[config.mk]
export PLATFORM = sky130hd
export DESIGN_NAME = video_timing_gen
export DESIGN_NICKNAME = d
export VERILOG_FILES = /design/src/rtl/video_timing_gen.sv
export SDC_FILE = /design/constraint.sdc
export NUM_CORES = 1
export LEC_CHECK = 0
export CAP_MARGIN = 30
export CORE_AREA = 2 2 273 140
export CTS_CLUSTER_SIZE = 40
export DETAILED_ROUTE_END_ITERATION = 12
export DIE_AREA = 0 0 275 142
export SLEW_MARGIN = 20
export SYNTH_ARGS = -nofsm -noshare
export SYNTH_HDL_FRONTEND = slang
export SYNTH_SLANG_ARGS = --single-unit
[constraint.sdc]
create_clock -name pixel_clk -period 8.2 [get_ports pixel_clk]
set_input_delay 1.64 -clock pixel_clk [delete_from_list [all_inputs] [get_ports pixel_clk]]
set_output_delay 1.64 -clock pixel_clk [all_outputs]
set_load 0.005 [all_outputs]
[src/rtl/video_timing_gen.sv]
// -----------------------------------------------------------------------------
// video_timing_gen
//   Programmable raster timing generator. It produces the pixel-domain control
//   stream (de/hs/vs/x/y) and the active image size for the pattern generator
//   and HDMI transmit path. Timing requests are captured into shadow registers
//   only at frame boundaries, so a mode change never tears a frame.
//
// Ports
//   pixel_clk, reset_n          clock, asynchronous active-low reset
//   enable                      run timing (low = idle, current frame completes)
//   h_active/h_fp/h_sync/h_bp   horizontal timing request (pixels)
//   v_active/v_fp/v_sync/v_bp   vertical timing request (lines)
//   hs_pol, vs_pol              sync active-level request
//   pixel_de                    active video
//   pixel_hs, pixel_vs          syncs with polarity applied
//   pixel_x, pixel_y            active pixel coordinate, 0 outside active
//   image_width, image_height   shadow h_active / v_active
//   frame_start                 one-cycle pulse with pixel (0,0)
//   frame_cnt                   (VTG_FRAME_CNT_EN only) frame counter
//
// Build option
//   VTG_FRAME_CNT_EN : adds the 16-bit frame_cnt output.
// -----------------------------------------------------------------------------
module video_timing_gen #(
  parameter logic [11:0] DEF_H_ACTIVE = 12'd1280,
  parameter logic [11:0] DEF_H_FP     = 12'd110,
  parameter logic [11:0] DEF_H_SYNC   = 12'd40,
  parameter logic [11:0] DEF_H_BP     = 12'd220,
  parameter logic [11:0] DEF_V_ACTIVE = 12'd720,
  parameter logic [11:0] DEF_V_FP     = 12'd5,
  parameter logic [11:0] DEF_V_SYNC   = 12'd5,
  parameter logic [11:0] DEF_V_BP     = 12'd20,
  parameter logic        DEF_HS_POL   = 1'b1,
  parameter logic        DEF_VS_POL   = 1'b1
) (
  input  logic        pixel_clk,
  input  logic        reset_n,
  input  logic        enable,
  input  logic [11:0] h_active,
  input  logic [11:0] h_fp,
  input  logic [11:0] h_sync,
  input  logic [11:0] h_bp,
  input  logic [11:0] v_active,
  input  logic [11:0] v_fp,
  input  logic [11:0] v_sync,
  input  logic [11:0] v_bp,
  input  logic        hs_pol,
  input  logic        vs_pol,
  output logic        pixel_de,
  output logic        pixel_hs,
  output logic        pixel_vs,
  output logic [11:0] pixel_x,
  output logic [11:0] pixel_y,
  output logic [11:0] image_width,
  output logic [11:0] image_height,
`ifdef VTG_FRAME_CNT_EN
  output logic [15:0] frame_cnt,
`endif
  output logic        frame_start
);

  localparam logic [1:0] ST_IDLE = 2'd0;
  localparam logic [1:0] ST_LOAD = 2'd1;
  localparam logic [1:0] ST_RUN  = 2'd2;

  // A zero-width field would make a counter range empty; store it as 1.
  function automatic logic [11:0] nz(input logic [11:0] v);
    return (v == 12'd0) ? 12'd1 : v;
  endfunction

  function automatic logic [13:0] ext(input logic [11:0] v);
    return {2'b00, v};
  endfunction

  logic [1:0]  state_q, state_d;
  logic [13:0] h_cnt_q, h_cnt_d, v_cnt_q, v_cnt_d;

  logic [11:0] sh_h_act_q, sh_h_fp_q, sh_h_sync_q, sh_h_bp_q;
  logic [11:0] sh_v_act_q, sh_v_fp_q, sh_v_sync_q, sh_v_bp_q;
  logic        sh_hs_pol_q, sh_vs_pol_q;

  logic        de_q, hs_q, vs_q, fs_q;
  logic [11:0] x_q, y_q, img_w_q, img_h_q;

  // Derived boundaries, 14 bits so four maximal 12-bit fields cannot overflow.
  logic [13:0] h_ss, h_se, h_total, v_ss, v_se, v_total;
  logic        h_last, v_last, frame_end, run, load;
  logic        de_d, hs_in, vs_in, fs_d;

  always_comb begin
    h_ss    = ext(sh_h_act_q) + ext(sh_h_fp_q);
    h_se    = h_ss + ext(sh_h_sync_q);
    h_total = h_se + ext(sh_h_bp_q);
    v_ss    = ext(sh_v_act_q) + ext(sh_v_fp_q);
    v_se    = v_ss + ext(sh_v_sync_q);
    v_total = v_se + ext(sh_v_bp_q);
  end

  assign run       = (state_q == ST_RUN);
  assign h_last    = (h_cnt_q == h_total - 14'd1);
  assign v_last    = (v_cnt_q == v_total - 14'd1);
  assign frame_end = run && h_last && v_last;
  // Reload only when another frame follows; an idle exit reloads in LOAD.
  assign load      = (state_q == ST_LOAD) || (frame_end && enable);

  always_comb begin
    state_d = state_q;
    h_cnt_d = h_cnt_q;
    v_cnt_d = v_cnt_q;
    case (state_q)
      ST_IDLE: begin
        h_cnt_d = 14'd0;
        v_cnt_d = 14'd0;
        if (enable) state_d = ST_LOAD;
      end
      ST_LOAD: begin
        h_cnt_d = 14'd0;
        v_cnt_d = 14'd0;
        state_d = enable ? ST_RUN : ST_IDLE;
      end
      ST_RUN: begin
        if (h_last) begin
          h_cnt_d = 14'd0;
          v_cnt_d = v_last ? 14'd0 : v_cnt_q + 14'd1;
        end else begin
          h_cnt_d = h_cnt_q + 14'd1;
        end
        // enable is only honoured at the frame end so frames are never cut.
        if (frame_end && !enable) state_d = ST_IDLE;
      end
      default: begin
        state_d = ST_IDLE;
        h_cnt_d = 14'd0;
        v_cnt_d = 14'd0;
      end
    endcase
  end

  always_comb begin
    de_d  = run && (h_cnt_q < ext(sh_h_act_q)) && (v_cnt_q < ext(sh_v_act_q));
    hs_in = run && (h_cnt_q >= h_ss) && (h_cnt_q < h_se);
    vs_in = run && (v_cnt_q >= v_ss) && (v_cnt_q < v_se);
    fs_d  = run && (h_cnt_q == 14'd0) && (v_cnt_q == 14'd0);
  end

  always_ff @(posedge pixel_clk or negedge reset_n) begin
    if (!reset_n) begin
      state_q <= ST_IDLE;
      h_cnt_q <= 14'd0;
      v_cnt_q <= 14'd0;
    end else begin
      state_q <= state_d;
      h_cnt_q <= h_cnt_d;
      v_cnt_q <= v_cnt_d;
    end
  end

  always_ff @(posedge pixel_clk or negedge reset_n) begin
    if (!reset_n) begin
      sh_h_act_q  <= DEF_H_ACTIVE;
      sh_h_fp_q   <= DEF_H_FP;
      sh_h_sync_q <= DEF_H_SYNC;
      sh_h_bp_q   <= DEF_H_BP;
      sh_v_act_q  <= DEF_V_ACTIVE;
      sh_v_fp_q   <= DEF_V_FP;
      sh_v_sync_q <= DEF_V_SYNC;
      sh_v_bp_q   <= DEF_V_BP;
      sh_hs_pol_q <= DEF_HS_POL;
      sh_vs_pol_q <= DEF_VS_POL;
    end else if (load) begin
      sh_h_act_q  <= nz(h_active);
      sh_h_fp_q   <= nz(h_fp);
      sh_h_sync_q <= nz(h_sync);
      sh_h_bp_q   <= nz(h_bp);
      sh_v_act_q  <= nz(v_active);
      sh_v_fp_q   <= nz(v_fp);
      sh_v_sync_q <= nz(v_sync);
      sh_v_bp_q   <= nz(v_bp);
      sh_hs_pol_q <= hs_pol;
      sh_vs_pol_q <= vs_pol;
    end
  end

  // Output stage: one cycle behind the counters. image_width/height are
  // registered too so they change together with the first frame_start.
  always_ff @(posedge pixel_clk or negedge reset_n) begin
    if (!reset_n) begin
      de_q    <= 1'b0;
      hs_q    <= ~DEF_HS_POL;
      vs_q    <= ~DEF_VS_POL;
      fs_q    <= 1'b0;
      x_q     <= 12'd0;
      y_q     <= 12'd0;
      img_w_q <= DEF_H_ACTIVE;
      img_h_q <= DEF_V_ACTIVE;
    end else begin
      de_q    <= de_d;
      hs_q    <= hs_in ? sh_hs_pol_q : ~sh_hs_pol_q;
      vs_q    <= vs_in ? sh_vs_pol_q : ~sh_vs_pol_q;
      fs_q    <= fs_d;
      x_q     <= de_d ? h_cnt_q[11:0] : 12'd0;
      y_q     <= de_d ? v_cnt_q[11:0] : 12'd0;
      img_w_q <= sh_h_act_q;
      img_h_q <= sh_v_act_q;
    end
  end

  assign pixel_de     = de_q;
  assign pixel_hs     = hs_q;
  assign pixel_vs     = vs_q;
  assign pixel_x      = x_q;
  assign pixel_y      = y_q;
  assign image_width  = img_w_q;
  assign image_height = img_h_q;
  assign frame_start  = fs_q;

`ifdef VTG_FRAME_CNT_EN
  // Stepped with the same edge that raises frame_start, so the pulse cycle
  // already shows the new count.
  logic [15:0] frame_cnt_q;
  always_ff @(posedge pixel_clk or negedge reset_n) begin
    if (!reset_n)  frame_cnt_q <= 16'd0;
    else if (fs_d) frame_cnt_q <= frame_cnt_q + 16'd1;
  end
  assign frame_cnt = frame_cnt_q;
`endif

endmodule

==> results <==
==> how the worst max path moves through the flow <==
stage / startpoint / endpoint / slack [ns] / depth (start not counted)
after floorplan: sh_h_fp_q[1] / sh_h_act_q[1] / 2.20 / 28
after global placement: sh_h_fp_q[1] / sh_v_act_q[10] / 1.12 / 26
after detailed placement: sh_h_fp_q[1] / sh_v_act_q[11] / 0.96 / 26
after CTS: sh_h_fp_q[1] / sh_v_act_q[11] / 0.93 / 26
after global routing: sh_h_fp_q[1] / sh_v_act_q[11] / 0.36 / 26
final: sh_h_fp_q[1] / sh_v_act_q[11] / 0.91 / 26
==> worst register-to-register path, cell delays in order, from the launching register on <==
cell      delay [ns]
dfstp_2         0.55
ha_1            0.23
a21o_1          0.16
a21oi_1         0.23
o21bai_1        0.09
a21oi_1         0.23
o21bai_1        0.09
a21oi_1         0.26
xnor2_1         0.14
ha_1            0.24
or3_1           0.37
or3_4           0.36
and4_1          0.20
nor3_1          0.40
xor2_1          0.14
ha_1            0.41
a21o_1          0.21
a21oi_1         0.13
nor2b_1         0.06
a211oi_1        0.31
xnor2_1         0.18
xnor2_1         0.16
xnor2_1         0.10
nand3_2         0.34
o31a_2          0.71
buf_4           0.48
mux2_2          0.40
==> per-stage QoR <==
| stage | hold slack (ns) | area (sq um) | setup slack, ns |
|---|---|---|---|
| 6_report | 0.401 | 15500 | 0.913 |
| 5_1_grt | 0.410 | 15500 | 0.361 |
| 4_1_cts | 0.402 | 15500 | 0.926 |
| 3_5_place_dp | 0.391 | 14800 | 0.964 |
| 3_3_place_gp | 0.388 | 14800 | 1.12 |
| 2_1_floorplan | 0.368 | 12700 | 2.20 |
==> per-layer routing <==
metal  wire length [microns]  up-vias  share of wire
met1                   19400     4581           0.57
met3                    1830       22          0.053
met2                   12800      244           0.37
li1                        -     4752              -
met4                     281        0         0.0082
met5                       0        -              0
==> cells by family after synthesis <==
group	share of synthesized area
AND/OR/NAND/NOR	0.113
AO/OA/AOI/OAI	0.128
buffers and inverters	0.0592
flip-flops	0.358
adder cells (fa/ha/maj)	0.176
XOR/XNOR	0.0751
multiplexers	0.0912
==> Yosys cell counts, types with 13 or more instances <==
master      n
nor4_1     26
xor2_1     43
dfrtp_1   148
clkbuf_1   21
a211oi_1   13
nor3_1     29
and2_1     25
a21o_1     41
ha_1      168
o21ai_0    31
a21oi_1    59
o21a_1     14
nand2b_1   19
nand3_1    23
mux2_2     78
dfstp_2    32
nand2_1    37
xnor2_1    66
nor2_1     47
inv_1     154
==> cell type report <==
cell class              count  area, sq um  share of cell area
multi-input cells         891         7420               0.480
diodes                      1         2.50            0.000162
clock buffers              19          443              0.0287
flip-flops and latches    180         4540               0.294
inverters                 154          578              0.0374
well taps                 494          618              0.0400
clock inverters            13          195              0.0126
repair buffers            169         1660               0.108
==> summary.md <==
| Metric | Value |
|---|---|
| Part of the cycle the worst path needs | `0.889` |
| PostCTS Resize Cnt | `0` |
| Deepest clock path buffer count | `2` |
| Hold EP | `image_height[6]` |
| EDFF count, synth | `0` |
| Worst EP arrival | `7.62 ns` |
| Drt via density | `5.00` |
| # DRC | `0` |
| Cell taking the most area after synthesis | `dfrtp_1` |
| 1st-pass router iterations | `6` |
| Post-layout util | `0.420` |
| CP required | `8.53 ns` |
| Final Wtd Congestion | `0.874` |
| CTS H-tree depth | `4` |
| Yosys cell types | `65` |
| Ys flop type | `dfrtp_1` |
| DP Wirelength | `27.2 mm` |
| Sink Count | `180` |
| I/O Buffers | `152` |
| Commonest cells after routing, fill and taps aside | `ha_1 (168), inv_1 (154), clkdlybuf4s50_1 (151)` |
| Biggest regs | `h_cnt_q x14, v_cnt_q x14` |
| Global-route wire length before repair | `54.4 mm` |
| Reg2reg setup slack | `0.91 ns` |
| Routed Antenna Nets | `0` |
| Post-CTS Setup Inserts | `0` |
| CTS Root Cell | `clkbuf_16` |
| HP Start | `sh_v_act_q[6]` |
| Vias in the first global route | `9576` |
| Sum Neg Setup Slack | `0 ns` |
| Synthesized flop and latch total | `180` |
| Max Cap Violations | `0` |
| Die area | `0.0391 sq mm` |
| Status | `finished clean` |
| Syn avg cell area | `10.1 sq um` |
| WS Path Type | `reg2reg` |
| Setup violators final | `0` |
| Worst stage delay on the critical path | `0.71 ns` |
| Final WL | `34.4 mm` |
| Synth area leaders | `dfrtp_1 (29%), ha_1 (17%), mux2_2 (6.9%)` |
| Layout cells sized above 1 | `0.132` |
| Fmax | `137 MHz` |
| Min Tclk post-route | `7.29 ns` |
| Core ar. | `0.0368 sq mm` |
| Vias | `9599` |
| RSZ-0062 raised after global routing | `false` |
| Initial antenna violation count | `2` |
| Post-synth top area share | `0.291` |
| R2R Path Start | `sh_h_fp_q[1]` |
| GRT Total Usage | `0.181` |
| DIE WIDTH | `275 microns` |
| Largest delay share family, worst path | `compound AO/OA/AOI/OAI gates` |
| Most common cell after layout, fill and taps aside | `ha_1` |
| Grt ovf | `0` |
| Pins Over Slew Limit | `0` |
| Initial detailed-routing violation count | `702` |
| Clk_lat worst skew | `0.45 ns` |
| Post-Synthesis Cells | `1260` |
| Met3 Usage GRT | `0.0363` |
| Fin. Hold Viols | `0` |
| Worst path bufs/invs | `1` |
| Cts bufs inserted | `17` |
| Ys async rst share | `1.00` |
| Crit start category | `flop` |
| TritonCTS clock tree | `yes` |
| R2r worst-path depth | `26` |
| Row Count | `50` |
| Ports | `153` |
| Placed cell count | `1888` |
| Max Clock Skew | `0.0145 ns` |
| Reg2reg end | `sh_v_act_q[11]` |
| CP max-delay cell | `o31a_2` |
| Ys Warns | `0` |
| Nets | `1688` |
| Sequential fraction of the synthesis area | `0.358` |
| Post-CTS Hold Buffers | `0` |
| Syn-to-layout area delta | `21.6%` |
| Cells on Worst Hold Path | `0` |
| Critical Path Fanout Max | `27` |
| Slew @ Worst Pin | `0.862 ns` |
| Met2 GRT Util | `0.236` |
| Hold Path Class | `reg2reg` |
| Met1 GRT Util | `0.298` |
| Starting Density | `0.346` |
| Post-Syn Area | `0.0127 sq mm` |
| Busiest grt layer | `met1` |
| Final std cells w/o fill | `1921` |
| Rel. slew slack | `0.426` |
| Crit end category | `flop` |
| Largest net degree at the start of global routing | `66` |
| DR WL/cell | `17.9 microns` |
| Fillcell total | `3590` |
| Clk pin slew, worst setup/hold paths | `0.07 ns` |
| Post-Syn Nets | `1535` |
| DIE HEIGHT | `142 microns` |
Power of run 1 is not shown: default switching activity piles up to over one toggle a cycle in this logic, so the estimate is an artifact.
==> RTL change 1 (same flow settings) <==
The output `frame_start` loses its register stage (`fs_q` becomes a continuous assignment).
--- a/src/rtl/video_timing_gen.sv
+++ b/src/rtl/video_timing_gen.sv
@@ -190,3 +190,2 @@
       vs_q    <= ~DEF_VS_POL;
-      fs_q    <= 1'b0;
       x_q     <= 12'd0;
@@ -199,3 +198,2 @@
       vs_q    <= vs_in ? sh_vs_pol_q : ~sh_vs_pol_q;
-      fs_q    <= fs_d;
       x_q     <= de_d ? h_cnt_q[11:0] : 12'd0;
@@ -206,2 +204,4 @@
   end
+
+  assign fs_q = fs_d;
 
Function: changed (Yosys sat finds a counterexample within 4 cycles, from zero or initial values and one cycle with reset_n low).
==> RTL change 1 against the unedited design <==
- clock skew decreased by 0.0011 ns
- count of clock-buffer cells in the layout decreased by 1
- cell area decreased by 0.49%
- worst setup slack improved by 0.0082 ns
- via count decreased by 0.43%
- global-route usage about the same
- area after synthesis decreased by 0.20%
- wire length decreased by 1.1%
- sequential cell count decreased by 1
- critical path depth unchanged
Power is not shown: default switching activity piles up to over one toggle a cycle in this logic, so the estimate is an artifact.
==> RTL change 1: results <==
group,metric,value,unit
outcome,status,"complete, no violations",
detailed_routing,drt_iter0_markers,425,
sta,setup_ws,0.921,ns
synth,synth_xor_area_frac,0.0753,
synth,synth_mux_area_frac,0.0913,
synth,synth_seq_area_share,0.356,
grt,grt_pass1_wl,54.1,mm
synth,syn_nets,1534,
placed_design,dp_hpwl,26.9,mm
synth,synthTopCellsByArea,"dfrtp_1, ha_1, mux2_2, dfstp_2, inv_1",
placed_design,pre_cts_slack,0.950,ns
finish,layout-drive-gt1-share,0.134,
clock_tree,cts.reportedPaths.clkPinSlew,0.08,ns
worst_setup_path,slowest_delay,0.74,ns
worst_setup_path,slowest_stage,"o31a_2",
grt,grt_pass1_vias,9607,
placed_design,place.gp.congestion,0.848,
grt,antenna_found_initial,0,
clock_tree,cts.repair.resized,0,
detailed_routing,dr.pass1.iters,4,
detailed_routing,wire_per_inst,17.7,µm
synth,synth-compound-area-share,0.129,
grt,grt_max_degree,64,
worst_setup_path,critical_path_arrival,7.62,ns
finish,fin_nets,1690,
worst_setup_path,r2r_end,"sh_h_fp_q[4]$_DFFE_PN0P_",
detailed_routing,drt-vias-per-instance,4.98,
clock_tree,ctsRootBufferMaster,"clkbuf_16",
synth,synth_common_cells,"ha_1, inv_1, dfrtp_1",
synth,synth_fa_ha_area_frac,0.176,
grt,grt_usage,0.181,
sta,max_slew.worst_pin.slew,0.895,ns
sta,skew,0.0134,ns
finish,num-fill-cells,3568,
-- RTL change 1: metal layers --
| metal | up-vias | share of wire | global-route usage |
|---|---|---|---|
| met5 | - | 0 | 0 |
| met3 | 19 | 0.047 | 0.0354 |
| li1 | 4751 | - | - |
| met2 | 191 | 0.37 | 0.232 |
| met4 | 0 | 0.011 | 0.0395 |
| met1 | 4597 | 0.58 | 0.300 |
-- RTL change 1: layout make-up --
class,instances,share of cell area
clock buffer,18,0.0285
clock inverter,13,0.00830
inverter,154,0.0376
multi-input combinational,891,0.482
sequential,179,0.294
tap,494,0.0402
timing repair buffer,172,0.110
-- RTL change 1: worst min path at each step --
stage / start / cells after the start / slack, ns / to
5_1_grt: sh_h_act_q[8]$_DFFE_PN1P_ / 0 / 0.41 / image_width[8]$_DFF_PN1_
3_3_place_gp: sh_h_act_q[8]$_DFFE_PN1P_ / 0 / 0.39 / image_width[8]$_DFF_PN1_
4_1_cts: sh_h_act_q[8]$_DFFE_PN1P_ / 0 / 0.40 / image_width[8]$_DFF_PN1_
3_5_place_dp: sh_h_act_q[8]$_DFFE_PN1P_ / 0 / 0.39 / image_width[8]$_DFF_PN1_
6_report: sh_h_act_q[8]$_DFFE_PN1P_ / 0 / 0.40 / image_width[8]$_DFF_PN1_
2_1_floorplan: sh_v_act_q[4]$_DFFE_PN1P_ / 0 / 0.37 / image_height[4]$_DFF_PN1_
-- RTL change 1: metrics by stage --
stage                util  instances  area [µm²]  hold slack, ns
floorplan               -       1259       12700           0.368
detailed placement  0.403       1890       14800           0.390
global route        0.418       1921       15400           0.408
finish              0.418       1921       15400           0.403
global placement    0.403       1890       14800           0.389
CTS                 0.418       1921       15400           0.402
==> RTL change 2 (same flow settings) <==
Made on the original files. The option `VTG_FRAME_CNT_EN` is turned on by a define.
--- a/src/rtl/video_timing_gen.sv
+++ b/src/rtl/video_timing_gen.sv
@@ -23,2 +23,4 @@
 // -----------------------------------------------------------------------------
+`define VTG_FRAME_CNT_EN
+
 module video_timing_gen #(
Behaviour (old outputs only; new: frame_cnt): same outputs for any inputs over 10 cycles, from zero or initial values and one cycle with reset_n low; that may be too few to reach the edited logic, so the function may still have changed.
==> RTL change 2 against the unedited design <==
- wire length grew 12%
- critical path depth is the same
- area after synthesis grew 7.2%
- die area is the same
- worst setup slack lost 0.13 ns
- sequential cell count grew 16
- fmax shrank 1.8%
- cell area grew 6.7%
- count of clock-buffer cells in the layout shrank 2
- largest cell class unchanged
Power is left out: the tool's default activity adds up to more than one toggle a clock period on the data nets, which glitch-free logic cannot reach.
==> RTL change 2: results <==
group,metric,value,unit
outcome,status,"complete, no violations",
sta,skew,0.0176,ns
grt,grt_pass1_wl,60.2,mm
grt,grt_max_degree,103,
grt,grt_usage,0.203,
detailed_routing,totalWireLength,38.5,mm
synth,yosys_warnings,0,
worst_setup_path,crit_fanout,98,
worst_setup_path,timing.rr.start,"sh_h_fp_q[1]$_DFFE_PN1P_",
min_path,min-delay-start,"sh_v_act_q[9]$_DFFE_PN1P_",
worst_setup_path,ff2ff_setup_slack,0.78,ns
worst_setup_path,endpoint_kind,"flip-flop",
clock_tree,cts_setup_buffers,0,
min_path,hold_end,"image_height[9]$_DFF_PN1_",
clock_tree,cts.repair.resized,0,
clock_tree,ctsRootBufferMaster,"clkbuf_16",
sta,hold_slack,0.400,ns
worst_setup_path,cp-endpoint,"sh_h_act_q[11]$_DFFE_PN0P_",
finish,largest_reg_flops,16,
clock_tree,cts.reportedPaths.clkPinSlew,0.08,ns
worst_setup_path,slowest_stage,"a2111oi_0",
min_path,hold_path.class,"flip-flop to flip-flop",
finish,diodes,0,
synth,synth_common_cells,"ha_1, dfrtp_1, inv_1",
detailed_routing,dr.pass1.iters,7,
placed_design,pre_cts_slack,0.875,ns
finish,final_cells,2010,
worst_setup_path,r2r_cells,26,
placed_design,dp_hpwl,29.7,mm
clock_tree,htreeDepth,4,
synth,synthTopCellsByArea,"dfrtp_1, ha_1, mux2_2, dfstp_2, xnor2_1",
grt,grt_pass1_vias,10200,
sta,max_slew.worst_pin.slew,0.784,ns
finish,layout-drive-gt1-share,0.124,
worst_setup_path,crit_path_start_kind,"flip-flop",
detailed_routing,drt_iter0_markers,759,
synth,synth.lib_cells_used.distinct,78,
synth,syn_nets,1605,
worst_setup_path,critical_path_arrival,7.77,ns
floorplanning,row_count,50,
synth,synth_flop_cell,"dfrtp_1",
detailed_routing,vias,10500,
placed_design,place.gp.congestion,0.887,
finish,fin_nets,1779,
synth,synth_seq_area_share,0.363,
grt,antenna_found_initial,1,
clock_tree,clock_path_buffers,2,
placed_design,place_area,0.0159,mm²
sta,fin_crit,7.42,ns
synth,syn_inst,1329,
clock_tree,cts-buffers-inserted,17,
min_path,hold_depth,0,
worst_setup_path,critPathTopFamily,"compound AO/OA/AOI/OAI gates",
synth,postSynth.asyncResetShare,1.00,
worst_setup_path,slowest_delay,0.69,ns
placed_design,io_buffers,168,
==> RTL change 2: cells by family (layout without fill, tap and decap cells) <==
logic type | after synthesis | after routing | share of synthesized area
XOR/XNOR | 110 | 110 | 0.0717
AND/OR/NAND/NOR | 326 | 326 | 0.130
AO/OA/AOI/OAI | 249 | 249 | 0.129
flip-flops | 196 | 196 | 0.363
buffers and inverters | 164 | 351 | 0.0508
multiplexers | 106 | 106 | 0.0900
adder cells (fa/ha/maj) | 178 | 178 | 0.166
==> RTL change 2: final cells by class <==
type | instances | area, µm²
Inverter | 137 | 514
Tap cell | 494 | 618
Sequential cell | 196 | 4940
Clock buffer | 17 | 425
Multi-Input combinational cell | 969 | 8000
Fill cell | 3489 | 20300
Timing Repair Buffer | 182 | 1830
Clock inverter | 15 | 159
==> RTL change 2: layer usage <==
layer / part of all wire / wire (µm) / track usage
met2: 0.37 / 14200 / 0.257
met4: 0.0097 / 375 / 0.0387
met5: 0 / 0 / 0
met1: 0.56 / 21600 / 0.339
met3: 0.060 / 2320 / 0.0437
